--- config.mk ---
export PLATFORM = sky130hd
export DESIGN_NAME = ps2_key_cmd_ctrl
export DESIGN_NICKNAME = d
export VERILOG_FILES = /design/src/rtl/ps2_key_cmd_ctrl.sv
export SDC_FILE = /design/constraint.sdc
export NUM_CORES = 1
export LEC_CHECK = 0
export CAP_MARGIN = 20
export CORE_MARGIN = 10
export CORE_UTILIZATION = 45
export DETAILED_ROUTE_END_ITERATION = 12
export PLACE_DENSITY = 0.79
export SLEW_MARGIN = 20
export SYNTH_ARGS = -nofsm -noshare
export SYNTH_HDL_FRONTEND = slang
export SYNTH_SLANG_ARGS = --single-unit
--- constraint.sdc ---
create_clock -name clk -period 4.5 [get_ports clk]
set_input_delay 1.35 -clock clk [delete_from_list [all_inputs] [get_ports clk]]
set_output_delay 1.35 -clock clk [all_outputs]
set_load 0.01 [all_outputs]
--- src/rtl/ps2_key_cmd_ctrl.sv ---
// PS/2 scan-code sequencer: tracks E0/F0 prefixes, decodes key releases into
// 4-bit commands and queues them in a FWFT FIFO. Optional prefix timeout: KBD_PREFIX_TIMEOUT_EN.
module ps2_key_cmd_ctrl #(
  parameter int DEPTH       = 4,
  parameter int TIMEOUT_CYC = 200000
) (
  input  logic                     clk,
  input  logic                     reset,
  input  logic                     rx_done_tick,
  input  logic [7:0]               rx_data,
  output logic                     rx_en,
  output logic                     cmd_valid,
  output logic [3:0]               cmd_code,
  input  logic                     cmd_ready,
  output logic [$clog2(DEPTH):0]   fifo_level,
  output logic                     overflow,
  input  logic                     ovf_clr
);

  localparam int AW = $clog2(DEPTH);

  if (DEPTH < 2 || (DEPTH & (DEPTH - 1)) != 0 || TIMEOUT_CYC < 2) begin : g_param_err
    $error("ps2_key_cmd_ctrl: DEPTH must be a power of two >= 2 and TIMEOUT_CYC >= 2");
  end

  typedef enum logic [1:0] {IDLE, EXT, BRK} state_t;

  state_t     state;
  logic       ext;
  logic       is_e0, is_f0;
  logic [3:0] dec_code;
  logic       push, wr, pop, full;

  assign is_e0 = (rx_data == 8'hE0);
  assign is_f0 = (rx_data == 8'hF0);

  // Arrows decode regardless of E0; letters and ESC only without it.
  always_comb begin
    dec_code = 4'd0;
    case (rx_data)
      8'h75:   dec_code = 4'd4;
      8'h74:   dec_code = 4'd5;
      8'h6B:   dec_code = 4'd6;
      8'h72:   dec_code = 4'd7;
      8'h2B:   if (!ext) dec_code = 4'd1;
      8'h33:   if (!ext) dec_code = 4'd2;
      8'h2C:   if (!ext) dec_code = 4'd3;
      8'h76:   if (!ext) dec_code = 4'd8;
      default: dec_code = 4'd0;
    endcase
  end

  assign push = rx_done_tick && (state == BRK) && !is_e0 && !is_f0 && (dec_code != 4'd0);

`ifdef KBD_PREFIX_TIMEOUT_EN
  localparam int CW = $clog2(TIMEOUT_CYC);
  logic [CW-1:0] to_cnt;
  logic          expired;
  assign expired = (state != IDLE) && (to_cnt == CW'(TIMEOUT_CYC - 1));
`endif

  always_ff @(posedge clk or posedge reset) begin
    if (reset) begin
      state <= IDLE;
      ext   <= 1'b0;
`ifdef KBD_PREFIX_TIMEOUT_EN
      to_cnt <= '0;
`endif
    end else if (rx_done_tick) begin
`ifdef KBD_PREFIX_TIMEOUT_EN
      to_cnt <= '0;
`endif
      case (state)
        IDLE: begin
          if (is_e0) begin
            state <= EXT;
            ext   <= 1'b1;
          end else if (is_f0) begin
            state <= BRK;
            ext   <= 1'b0;
          end
        end
        EXT: begin
          if (is_f0)      state <= BRK;
          else if (is_e0) state <= EXT;
          else begin
            state <= IDLE;
            ext   <= 1'b0;
          end
        end
        BRK: begin
          if (is_f0) state <= BRK;
          else if (is_e0) begin
            state <= EXT;
            ext   <= 1'b1;
          end else begin
            state <= IDLE;
            ext   <= 1'b0;
          end
        end
        default: begin
          state <= IDLE;
          ext   <= 1'b0;
        end
      endcase
    end
`ifdef KBD_PREFIX_TIMEOUT_EN
    else if (state == IDLE) begin
      to_cnt <= '0;
    end else if (expired) begin
      state  <= IDLE;
      ext    <= 1'b0;
      to_cnt <= '0;
    end else begin
      to_cnt <= to_cnt + 1'b1;
    end
`endif
  end

  logic [3:0]    mem [DEPTH];
  logic [AW-1:0] wr_ptr, rd_ptr;

  assign full      = (fifo_level == (AW + 1)'(DEPTH));
  assign cmd_valid = (fifo_level != '0);
  assign rx_en     = ~full;
  assign pop       = cmd_valid & cmd_ready;
  // A pop in the same cycle frees the slot, so a full FIFO still accepts.
  assign wr        = push & (~full | pop);
  assign cmd_code  = cmd_valid ? mem[rd_ptr] : 4'd0;

  always_ff @(posedge clk or posedge reset) begin
    if (reset) begin
      wr_ptr     <= '0;
      rd_ptr     <= '0;
      fifo_level <= '0;
      overflow   <= 1'b0;
    end else begin
      if (wr)  wr_ptr <= wr_ptr + 1'b1;
      if (pop) rd_ptr <= rd_ptr + 1'b1;
      case ({wr, pop})
        2'b10:   fifo_level <= fifo_level + 1'b1;
        2'b01:   fifo_level <= fifo_level - 1'b1;
        default: fifo_level <= fifo_level;
      endcase
      if (push && !wr) overflow <= 1'b1;
      else if (ovf_clr) overflow <= 1'b0;
    end
  end

  always_ff @(posedge clk) begin
    if (wr) mem[wr_ptr] <= dec_code;
  end

endmodule
# == Word-level counts from Yosys, hierarchy flattened ==
# Memories as Yosys holds them, arrays and structs flattened.
# Index checks and enable logic that the tools add are counted.
# classes
add_sub_neg,4
eq_ne,19
muxes,23
bitwise,4
reduce_logical,16
# ops
operator,count
equality test 8 x 7 -> 1 bit (second input constant),5
case mux 4 bit (8 select lines),1
equality test 8 x 6 -> 1 bit (second input constant),3
equality test 8 bit (second input constant),2
2-to-1 mux 1 bit,12
2-to-1 mux 2 bit,5
2-to-1 mux 4 bit,2
inequality test 2 bit (second input constant),3
case mux 3 bit (2 select lines),1
logical AND 1 bit,5
AND reduction 5 bit,1
adder 2 x 1 -> 2 bit (second input constant),2
equality test 2 x 1 -> 1 bit (second input constant),2
equality test 2 bit (second input constant),2
case mux 2 bit (2 select lines),1
nonzero test 2 bit,2
nonzero test 4 bit,1
adder 3 x 1 -> 3 bit (second input constant),1
equality test 3 bit (second input constant),1
logical NOT 1 bit,3
inequality test 3 bit (second input constant),1
case mux 1 bit (3 select lines),1
nonzero test 3 bit,1
subtractor 3 x 1 -> 3 bit (second input constant),1
other kinds (6),7
# totals
ff_bits,11
mem_bits_rw,16
in_bits,13
output_inout_bits,10
word_cells,73
mem_count,1
# mem_list
name,words,word_bits,read_ports,rd_clocked_by_memory_dff,write_ports,line,rtl
mem,4,4,1,0,1,120,logic [3:0] mem [DEPTH];

# == Depth between registers and ports, before layout ==
# Gate-level depths: netlist of the first run.
# logic_depth
word_depth,9
mapped_depth,12
depth_no_buf,12

# == Worst setup path before layout of the first run ==
# OpenSTA, ideal clock, no wires.
# synth_timing
path_kind,input-to-reg
start,in rx_data[3]
end,reg fifo_level[2]
setup_time_ns,0.079
arrival_ns,3.237
required_ns,4.421
setup_slack_ns,1.184
path_stages,12
path_buffers,0
path_cell_list,and3b_1 > o21ai_1 > a21oi_2 > nor4_4 > nor3_4 > inv_1 > ha_1 > inv_1 > fa_1 > xor2_1 > nor2_1 > xor2_1
# synth_via
word_cells_on_any_way,22
classes_between,eq/ne: 12; mux: 2; bitwise: 1; reduce/logical: 7
# synth_lines
item,line,rtl
"start, declared",10,"input logic [7:0] rx_data,"
equality test 8 x 7 -> 1 bit / equality test 8 x 6 -> 1 bit (equally long branches),40,case (rx_data)
case mux 4 bit (8 select lines) *,40,
via dec_code[2],31,logic [3:0] dec_code;
nonzero test 4 bit *,53,assign push = rx_done_tick && (state == BRK) && !is_e0 && !is_f0 && (dec_code != 4'd0);
logical AND 1 bit *,53,
bitwise AND 1 bit *,128,assign wr = push & (~full | pop);
equality test 2 x 1 -> 1 bit / equality test 2 bit (equally long branches),140,"case ({wr, pop})"
case mux 3 bit (2 select lines) / nonzero test 2 bit (equally long branches),--,
"end signal, assigned",141,2'b10: fifo_level <= fifo_level + 1'b1;
"end signal, assigned",142,2'b01: fifo_level <= fifo_level - 1'b1;
"end signal, assigned",143,default: fifo_level <= fifo_level;
"end, declared",15,"output logic [$clog2(DEPTH):0] fifo_level,"
# Mark *: on every way through the listed nets, which the timed path passes. The rest lies on a longest branch.
# A chain may end at the register's enable or synchronous reset.

# == Worst setup path after layout of the first run ==
# layout_timing
start,in rx_data[4]
end,reg fifo_level[2]
# Same word-level chain as after synthesis.

==> results of run 1 <==
==> critical path: cells and delay by family <==
family | cells | cell delay [ps]
XOR/XNOR | 2 | 310
AND/OR/NAND/NOR | 4 | 790
buffers and inverters | 3 | 740
adder cells (fa/ha/maj) | 2 | 550
AO/OA/AOI/OAI | 2 | 320
==> kinds of logic after synthesis <==
family	after synthesis	synth area share [%]
buffers and inverters	12	3.01
adders and majority gates	10	8.86
AOI/OAI and AO/OA	13	7.35
xor gates and xnor gates	7	4.09
DFF	27	50.5
and+or+nand+nor	41	18.5
muxes	6	7.69
==> final timing paths <==
kind	to	depth (start not counted)	from
worst min-delay path	overflow	2	overflow
max in group asynchronous	fifo_level[2]	2	reset
worst max register to register	fifo_level[1]	10	ext
worst min register to register	overflow	2	overflow
worst max-delay path	fifo_level[2]	13	rx_data[4]
min in group asynchronous	state[0]	2	reset
==> state kept, by name, summed over array words and instances, names as in the netlist <==
register / count
overflow: 1
wr_ptr: 2
ext: 1
fifo_level: 3
state: 2
rd_ptr: 2
mem: 16
==> final cells by class <==
cell class,count,area (um2)
Inverter,11,41.3
Timing Repair Buffer,23,228
Multi-Input combinational cell,77,697
Clock buffer,4,26.3
Tap cell,44,55.1
Fill cell,261,1330
Sequential cell,27,756
==> power by group <==
group	leakage (nW)	internal [mW]	switching (mW)
Clock	0.0150	0.0346	0.0653
Combinational	0.393	0.175	0.122
Sequential	0.278	0.288	0.0405
Total	0.686	0.498	0.228
==> layer usage <==
metal / wire length, um / part of all wire [%] / up-vias
met2: 1470 / 51 / 19
met4: 47 / 1.6 / 0
met1: 1280 / 44 / 486
li1: - / - / 470
met3: 93 / 3.2 / 4
met5: 0 / 0 / -
==> Yosys cell counts <==
| cell type | number |
|---|---|
| sky130_fd_sc_hd__fa_1 | 1 |
| sky130_fd_sc_hd__nor2_1 | 7 |
| sky130_fd_sc_hd__a22oi_1 | 1 |
| sky130_fd_sc_hd__edfxtp_1 | 16 |
| sky130_fd_sc_hd__nand2_1 | 5 |
| sky130_fd_sc_hd__dfrtp_1 | 11 |
| sky130_fd_sc_hd__ha_1 | 9 |
| sky130_fd_sc_hd__nor3b_2 | 1 |
| sky130_fd_sc_hd__nor4_4 | 1 |
| sky130_fd_sc_hd__o211ai_1 | 1 |
| sky130_fd_sc_hd__mux2i_1 | 1 |
| sky130_fd_sc_hd__o2bb2ai_1 | 1 |
| sky130_fd_sc_hd__nand4_1 | 2 |
| sky130_fd_sc_hd__a21oi_2 | 1 |
| sky130_fd_sc_hd__inv_1 | 11 |
| sky130_fd_sc_hd__nor3_1 | 1 |
| sky130_fd_sc_hd__and3b_1 | 1 |
| sky130_fd_sc_hd__nor2b_4 | 1 |
| sky130_fd_sc_hd__clkbuf_1 | 1 |
| sky130_fd_sc_hd__o31ai_4 | 1 |
| sky130_fd_sc_hd__nand4b_1 | 1 |
| sky130_fd_sc_hd__nand3_1 | 4 |
| sky130_fd_sc_hd__a22o_1 | 2 |
| sky130_fd_sc_hd__or4_1 | 1 |
| sky130_fd_sc_hd__and2_1 | 9 |
| sky130_fd_sc_hd__or3_1 | 1 |
| sky130_fd_sc_hd__mux4_2 | 4 |
| sky130_fd_sc_hd__nor3_4 | 1 |
| sky130_fd_sc_hd__o21bai_1 | 1 |
| sky130_fd_sc_hd__mux2_4 | 1 |
| sky130_fd_sc_hd__xnor2_1 | 3 |
| sky130_fd_sc_hd__a2bb2oi_1 | 1 |
| sky130_fd_sc_hd__a21oi_1 | 1 |
| sky130_fd_sc_hd__nor4_2 | 1 |
| sky130_fd_sc_hd__xor2_1 | 4 |
| sky130_fd_sc_hd__nor4b_1 | 1 |
| sky130_fd_sc_hd__a21o_1 | 1 |
| sky130_fd_sc_hd__o21ai_1 | 2 |
| sky130_fd_sc_hd__nand3b_1 | 3 |
==> through the flow <==
stage	util, %	instance area, um2	total power [mW]	cells
floorplan	-	1500	0.496	116
global placement	56.8	1780	0.623	182
detailed placement	56.8	1780	0.636	182
CTS	57.6	1800	0.732	186
global route	57.6	1800	0.773	186
finish	57.6	1800	0.726	186
==> impl.org, run 1 <==
** Worst setup path
- The worst setup path is captured at a register.
- Setup slack on the worst flop-to-flop path :: a little under 2000 ps
- STA classifies the critical path startpoint as a primary input.
- Data arrives at the worst endpoint at between 4000 and 5000 ps.
- Cell breakdown of the critical path :: clkdlybuf4s50_1 > and3b_1 > o21ai_1 > a21oi_2 > nor4_4 > nor3_4 > inv_1 > ha_1 > inv_1 > fa_1 > xor2_1 > nor2_1 > xor2_1
- For the worst setup path, the data required time is between 4000 and 5000 ps.
- For this run, the slowest stage of the critical path takes 600 ps.
- Among all stages on the critical path, the largest delay is contributed by sky130_fd_sc_hd__clkdlybuf4s50_1.
- Peak fanout along the critical path :: 8
- The critical path is of the primary input to register type.

** Logic synthesis
- Flops & latches, synth :: 27
- The netlist uses 39 different library cells.
- The synthesized design spends more area on one cell type than any other, namely sky130_fd_sc_hd__edfxtp_1.
- Cell area after technology mapping :: approximately 1500 um2
- Yosys top cell area share :: 32.1%
- When the netlist entered floorplanning its net count stood at between 100 and 150.
- Top cells by area in the synthesized netlist :: sky130_fd_sc_hd__edfxtp_1, sky130_fd_sc_hd__dfrtp_1, sky130_fd_sc_hd__ha_1, sky130_fd_sc_hd__mux4_2, sky130_fd_sc_hd__and2_1
- Yosys printed 0 warnings.
- Synthesized instance count :: about 120
- Register area share after synthesis :: 50.5%
- Post-Syn Area per Cell :: between 10 and 15 um2

** Outcome
- Run status :: finished clean

** Die
- Pin placement for this block handled 23 I/O pins.
- In this run the standard cell core region covers between 3000 and 4000 um2.
- Row generation in the floorplan step produced 20 rows.
- Die boundary width :: 77.7 um
- Die Height :: about 78 um
- Die ar. :: between 6000 and 7000 um2
- Effective utilization at floorplan :: a little under half

** Routing
- Dividing the detail-routed via count by the number of cells gives roughly 5.3.
- Post-detailed-route DRC marker count :: 0
- Total number of vias :: around 980
- The detail route stage leaves a number of antenna-violating nets equal to 0.
- Dividing the detail-routed wire length by the instance count gives 15.6 um.
- Final WL :: approximately 2.9 mm
- For this block, the initial DRC count from the detailed router was 65.
- Number of optimization iterations in the first detailed-route pass :: 4

** Clock network
- The later pin in the worst-skew pair is clocked with a latency of 320 ps.
- Maximum number of buffers from clock root to sink :: 2
- Total number of clock tree sinks :: 27
- Clock tree root buffer cell :: sky130_fd_sc_hd__clkbuf_4
- Post-CTS timing repair inserted 0 buffers for setup.
- CTS H-Tree Depth :: 1
- CTS Buf Count :: 3
- Hold buffer count at CTS :: 0
- Post-CTS repair changed the size of 0 cells.
- After clock tree synthesis, the clock-pin slew on the worst setup and hold paths is around 140 ps.
- TritonCTS built the clock tree.

** Timing
- After routing, the total negative slack on setup checks comes to 0 ps.
- At the pin with the least slew margin, the transition time is ~430 ps.
- Final Hold Viols :: 0
- Unrepaired setup endpoints after global routing :: false
- Final Skew :: around 8.3 ps
- The worst pin sits at a relative slew slack of 71.6%.
- Share of the cycle needed by the critical path after routing :: 84.4%
- Final count of pins violating max slew :: 0
- Minimum setup slack in the final design :: 703 ps
- Final critical delay including setup and external delays :: 3800 ps
- Highest clock rate :: 263 MHz
- Final hold slack :: 520 ps
- Count of endpoints failing setup in the final report :: 0

** Power and ir drop
- Worst vdd ir :: about 0.00013 V
- Cell Pwr Density :: 403 nW/um2
- Leakage :: 0.686 nW

** Placed design
- Estimated wirelength of the detail-placed design :: 2.31 mm
- Final weighted congestion in routability-driven placement :: between 0.8 and 0.9
- Setup WS pre-CTS :: around 380 ps
- Input and output buffers added on the ports amount to 22.

** GRT
- Maximum number of pins on one net before global-route repair :: 15
- The first global-routing pass estimated between 4 and 5 mm of wire.
- The number of global-route vias before repair was around 1100.
- Global routing finished with a remaining overflow of 0.
- GR Util met3 :: 1.84%
- Global routing usage summed across all routing layers :: 9.71%
- Initial antenna violation count :: 0
- Global routing consumed, on the met2 layer, 17.3% of the routing resources.
- Global routing's busiest layer :: met2
- Global routing consumed, on the met1 layer, between 10% and 20% of the routing resources.

** Cells and area
- At the end of the flow, the number of nets in the layout was 166.
- Most frequent standard cell in the layout excluding fill and tap cells :: sky130_fd_sc_hd__clkdlybuf4s50_1
- Post-synthesis to final-layout area growth :: 20.4%
- Number of antenna repair diodes :: 0
- Commonest cells after routing, fill and taps aside :: sky130_fd_sc_hd__clkdlybuf4s50_1, sky130_fd_sc_hd__edfxtp_1, sky130_fd_sc_hd__inv_1, sky130_fd_sc_hd__dfrtp_1
- Proportion of layout cells with a drive suffix above 1 :: around 11%

** Worst hold path
- Classification of the worst-slack hold path :: register to register

** Job
- Max-cap violations in this run came to 0.
(Power assumes the default switching activity.)
==> run 2, diff against run 1 <==
- clock period: 4.5 -> 3.9 ns (I/O delays scaled with it)
==> impl.org, run 2 (synthesis gave the netlist of run 1 again) <==
** Outcome
- The run finished with clean final reports.

** Clock network
- Clock tree root buffer cell :: sky130_fd_sc_hd__clkbuf_4
- The clock passes through at most 2 buffers.
- After clock tree synthesis, the clock-pin slew on the worst setup and hold paths is ~130 ps.
- CTS Buf Count :: 3
- The number of gates resized after CTS was 0.
- CTS built an H-tree with a depth of 1.
- Buffers inserted to repair hold after CTS numbered 0.
- The clock drives 27 sinks.
- TritonCTS built the clock tree.
- Buffers added to address setup during post-CTS repair amount to 0.
- Worst skew pair latency :: approximately 310 ps

** Die
- In this run the count of I/O pins placed on the die edge is 23.
- Row count :: 20
- Placeable core region :: around 3100 um2
- Die boundary width :: just under 80 um
- Once the floorplan was initialized, standard cells occupied between 40% and 50% of the core.
- The floorplan step defined a die boundary enclosing between 6000 and 7000 um2.
- Die Height :: slightly below 80 um

** Worst setup path
- The worst register-to-register path begins at ext.
- Kind of start point of the critical path :: primary input
- STA classifies the critical path endpoint as a register.
- R2r worst-path depth :: 13
- Critical path startpoint :: rx_data[3]
- Class of the most critical setup path :: primary input to register
- Of all nets on the critical path, the largest fanout is 8.
- Data on the critical path is required at its endpoint by approximately 4100 ps.
- For the worst setup path, the data arrival time is approximately 3800 ps.

** Timing
- In the post-route analysis, the smallest setup slack over all paths is ~340 ps.
- For the pin with the worst max-slew slack, the measured transition is about 420 ps.
- Based on the critical path, the design can be clocked at up to 281 MHz.
- Final hold slack :: 524 ps
- Count of endpoints failing setup in the final report :: 0
- Slew headroom :: a little under three quarters
- Share of the cycle needed by the critical path after routing :: roughly 90%
- Final count of pins violating max slew :: 0
- The final-report hold violation count is 0.
- The worst path in the final design needs a cycle of between 3000 and 4000 ps, including I/O delays and setup.
- Setup repair after global routing left no endpoint under its margin.
- Final Skew :: just over 7 ps

** Cells and area
- Fin cells :: 188
- Number of antenna repair diodes :: 0
- Largest Register :: mem
- Flip-flop count of the largest register after layout :: 16
- Largest registers in the final layout :: mem: 16 flops, fifo_level: 3 flops
- # nets final :: between 150 and 200
- Post-synthesis to final-layout area growth :: 21.4%
- The library cell used most frequently in the layout, excluding fill and tap cells, is sky130_fd_sc_hd__clkdlybuf4s50_1.
- In the layout the commonest cells are sky130_fd_sc_hd__clkdlybuf4s50_1, sky130_fd_sc_hd__edfxtp_1, sky130_fd_sc_hd__inv_1, sky130_fd_sc_hd__dfrtp_1.
- The filler cells instantiated in the layout total 262.
- Cells with a size suffix above 1 make up 12.5% of the layout.

** GRT
- Overflow left after global routing :: 0
- The number of global-route vias before repair was between 1000 and 1500.
- The number of antenna violations at the first check in global routing was 0.
- Maximum number of pins on one net before global-route repair :: 15
- The first global-routing pass estimated between 4 and 5 mm of wire.
- Global routing used a little under a tenth of the available tracks across all layers.

** Power and ir drop
- Power spread over the standard cell area amounts to between 400 and 500 nW/um2.
- IR analysis of the VDD net gives a maximum drop of 0.000142 V.
- Summed over all cells, the static leakage comes to ~0.7 nW.
- Final Power :: ~0.83 mW

** Routing
- Routed len/inst :: approximately 14 um
- The first detailed-routing pass ran for 4 iterations.
- Final WL :: 2.68 mm
- Remaining number of nets flagged by the antenna check after routing :: 0
- Post-detailed-route DRC marker count :: 0
- Via-to-Cell Ratio :: a little over 5
- Total number of vias :: just under 1000
- For this block, the initial DRC count from the detailed router was 60.

** Placed design
- Detailed placement finished with a half-perimeter wire length of around 2.2 mm.
- Once placement completed, the tool counted placed cells totaling 184.
- In this run the tool buffered the top-level ports with 22 buffer cells.
- Final weighted congestion in routability-driven placement :: 0.836
- Setup WS pre-CTS :: -26.2 ps

** Worst hold path
- Min-Delay Path Depth :: 1
- In this run the most critical hold path is launched from fifo_level[0].
- Classification of the worst-slack hold path :: register to register

** Job
- The tool flagged a number of max-cap violations equal to 0.
run 2: changes by cell type in the layout (fill, tap and decap cells not counted):
cell                    change
sky130_fd_sc_hd__buf_4      +2
run 2: worst paths after layout:
| kind | to | slack (ps) |
|---|---|---|
| min in group asynchronous | overflow | 1140 |
| worst min register to register | fifo_level[0] | 520 |
| worst max-delay path | fifo_level[2] | 340 |
| worst min-delay path | fifo_level[0] | 520 |
| max in group asynchronous | wr_ptr[1] | 2460 |
| worst max register to register | fifo_level[2] | 1510 |
run 2: metal layers:
metal  vias to the layer above  part of all wire [%]  GRT usage, %
met5                         -                     0             0
met4                         0                   1.2          4.93
met3                         2                   3.3          1.84
met2                        15                    53          16.7
met1                       472                    42          10.3
li1                        482                     -             -
run 2: final cells by class:
cell class | instances | area [um2] | share of cell area (%)
flip-flops and latches | 27 | 756 | 41.6
clock buffers | 4 | 26.3 | 1.45
repair buffers | 25 | 243 | 13.4
well taps | 44 | 55.1 | 3.03
inverters | 11 | 41.3 | 2.27
multi-input cells | 77 | 697 | 38.3
run 2: per-stage QoR:
step | setup TNS (ps) | instance area [um2] | utilization, %
after floorplan | 0 | 1500 | -
after global placement | 0 | 1790 | 57.3
after detailed placement | -26.2 | 1790 | 57.3
after CTS | 0 | 1820 | 58.1
after global routing | 0 | 1820 | 58.1
final | 0 | 1820 | 58.1
run 2: worst max-delay path: stages:
cell	delay [ps]
sky130_fd_sc_hd__clkdlybuf4s50_1	540
sky130_fd_sc_hd__and3b_1	250
sky130_fd_sc_hd__o21ai_1	190
sky130_fd_sc_hd__a21oi_2	120
sky130_fd_sc_hd__nor4_4	350
sky130_fd_sc_hd__nor3_4	90
sky130_fd_sc_hd__inv_1	70
sky130_fd_sc_hd__ha_1	180
sky130_fd_sc_hd__inv_1	70
sky130_fd_sc_hd__fa_1	370
sky130_fd_sc_hd__xor2_1	150
sky130_fd_sc_hd__nor2_1	110
sky130_fd_sc_hd__xor2_1	160
run 2: power breakdown:
group          internal, mW  switching, mW
Clock                0.0399         0.0718
Sequential            0.333         0.0466
Combinational         0.202          0.136
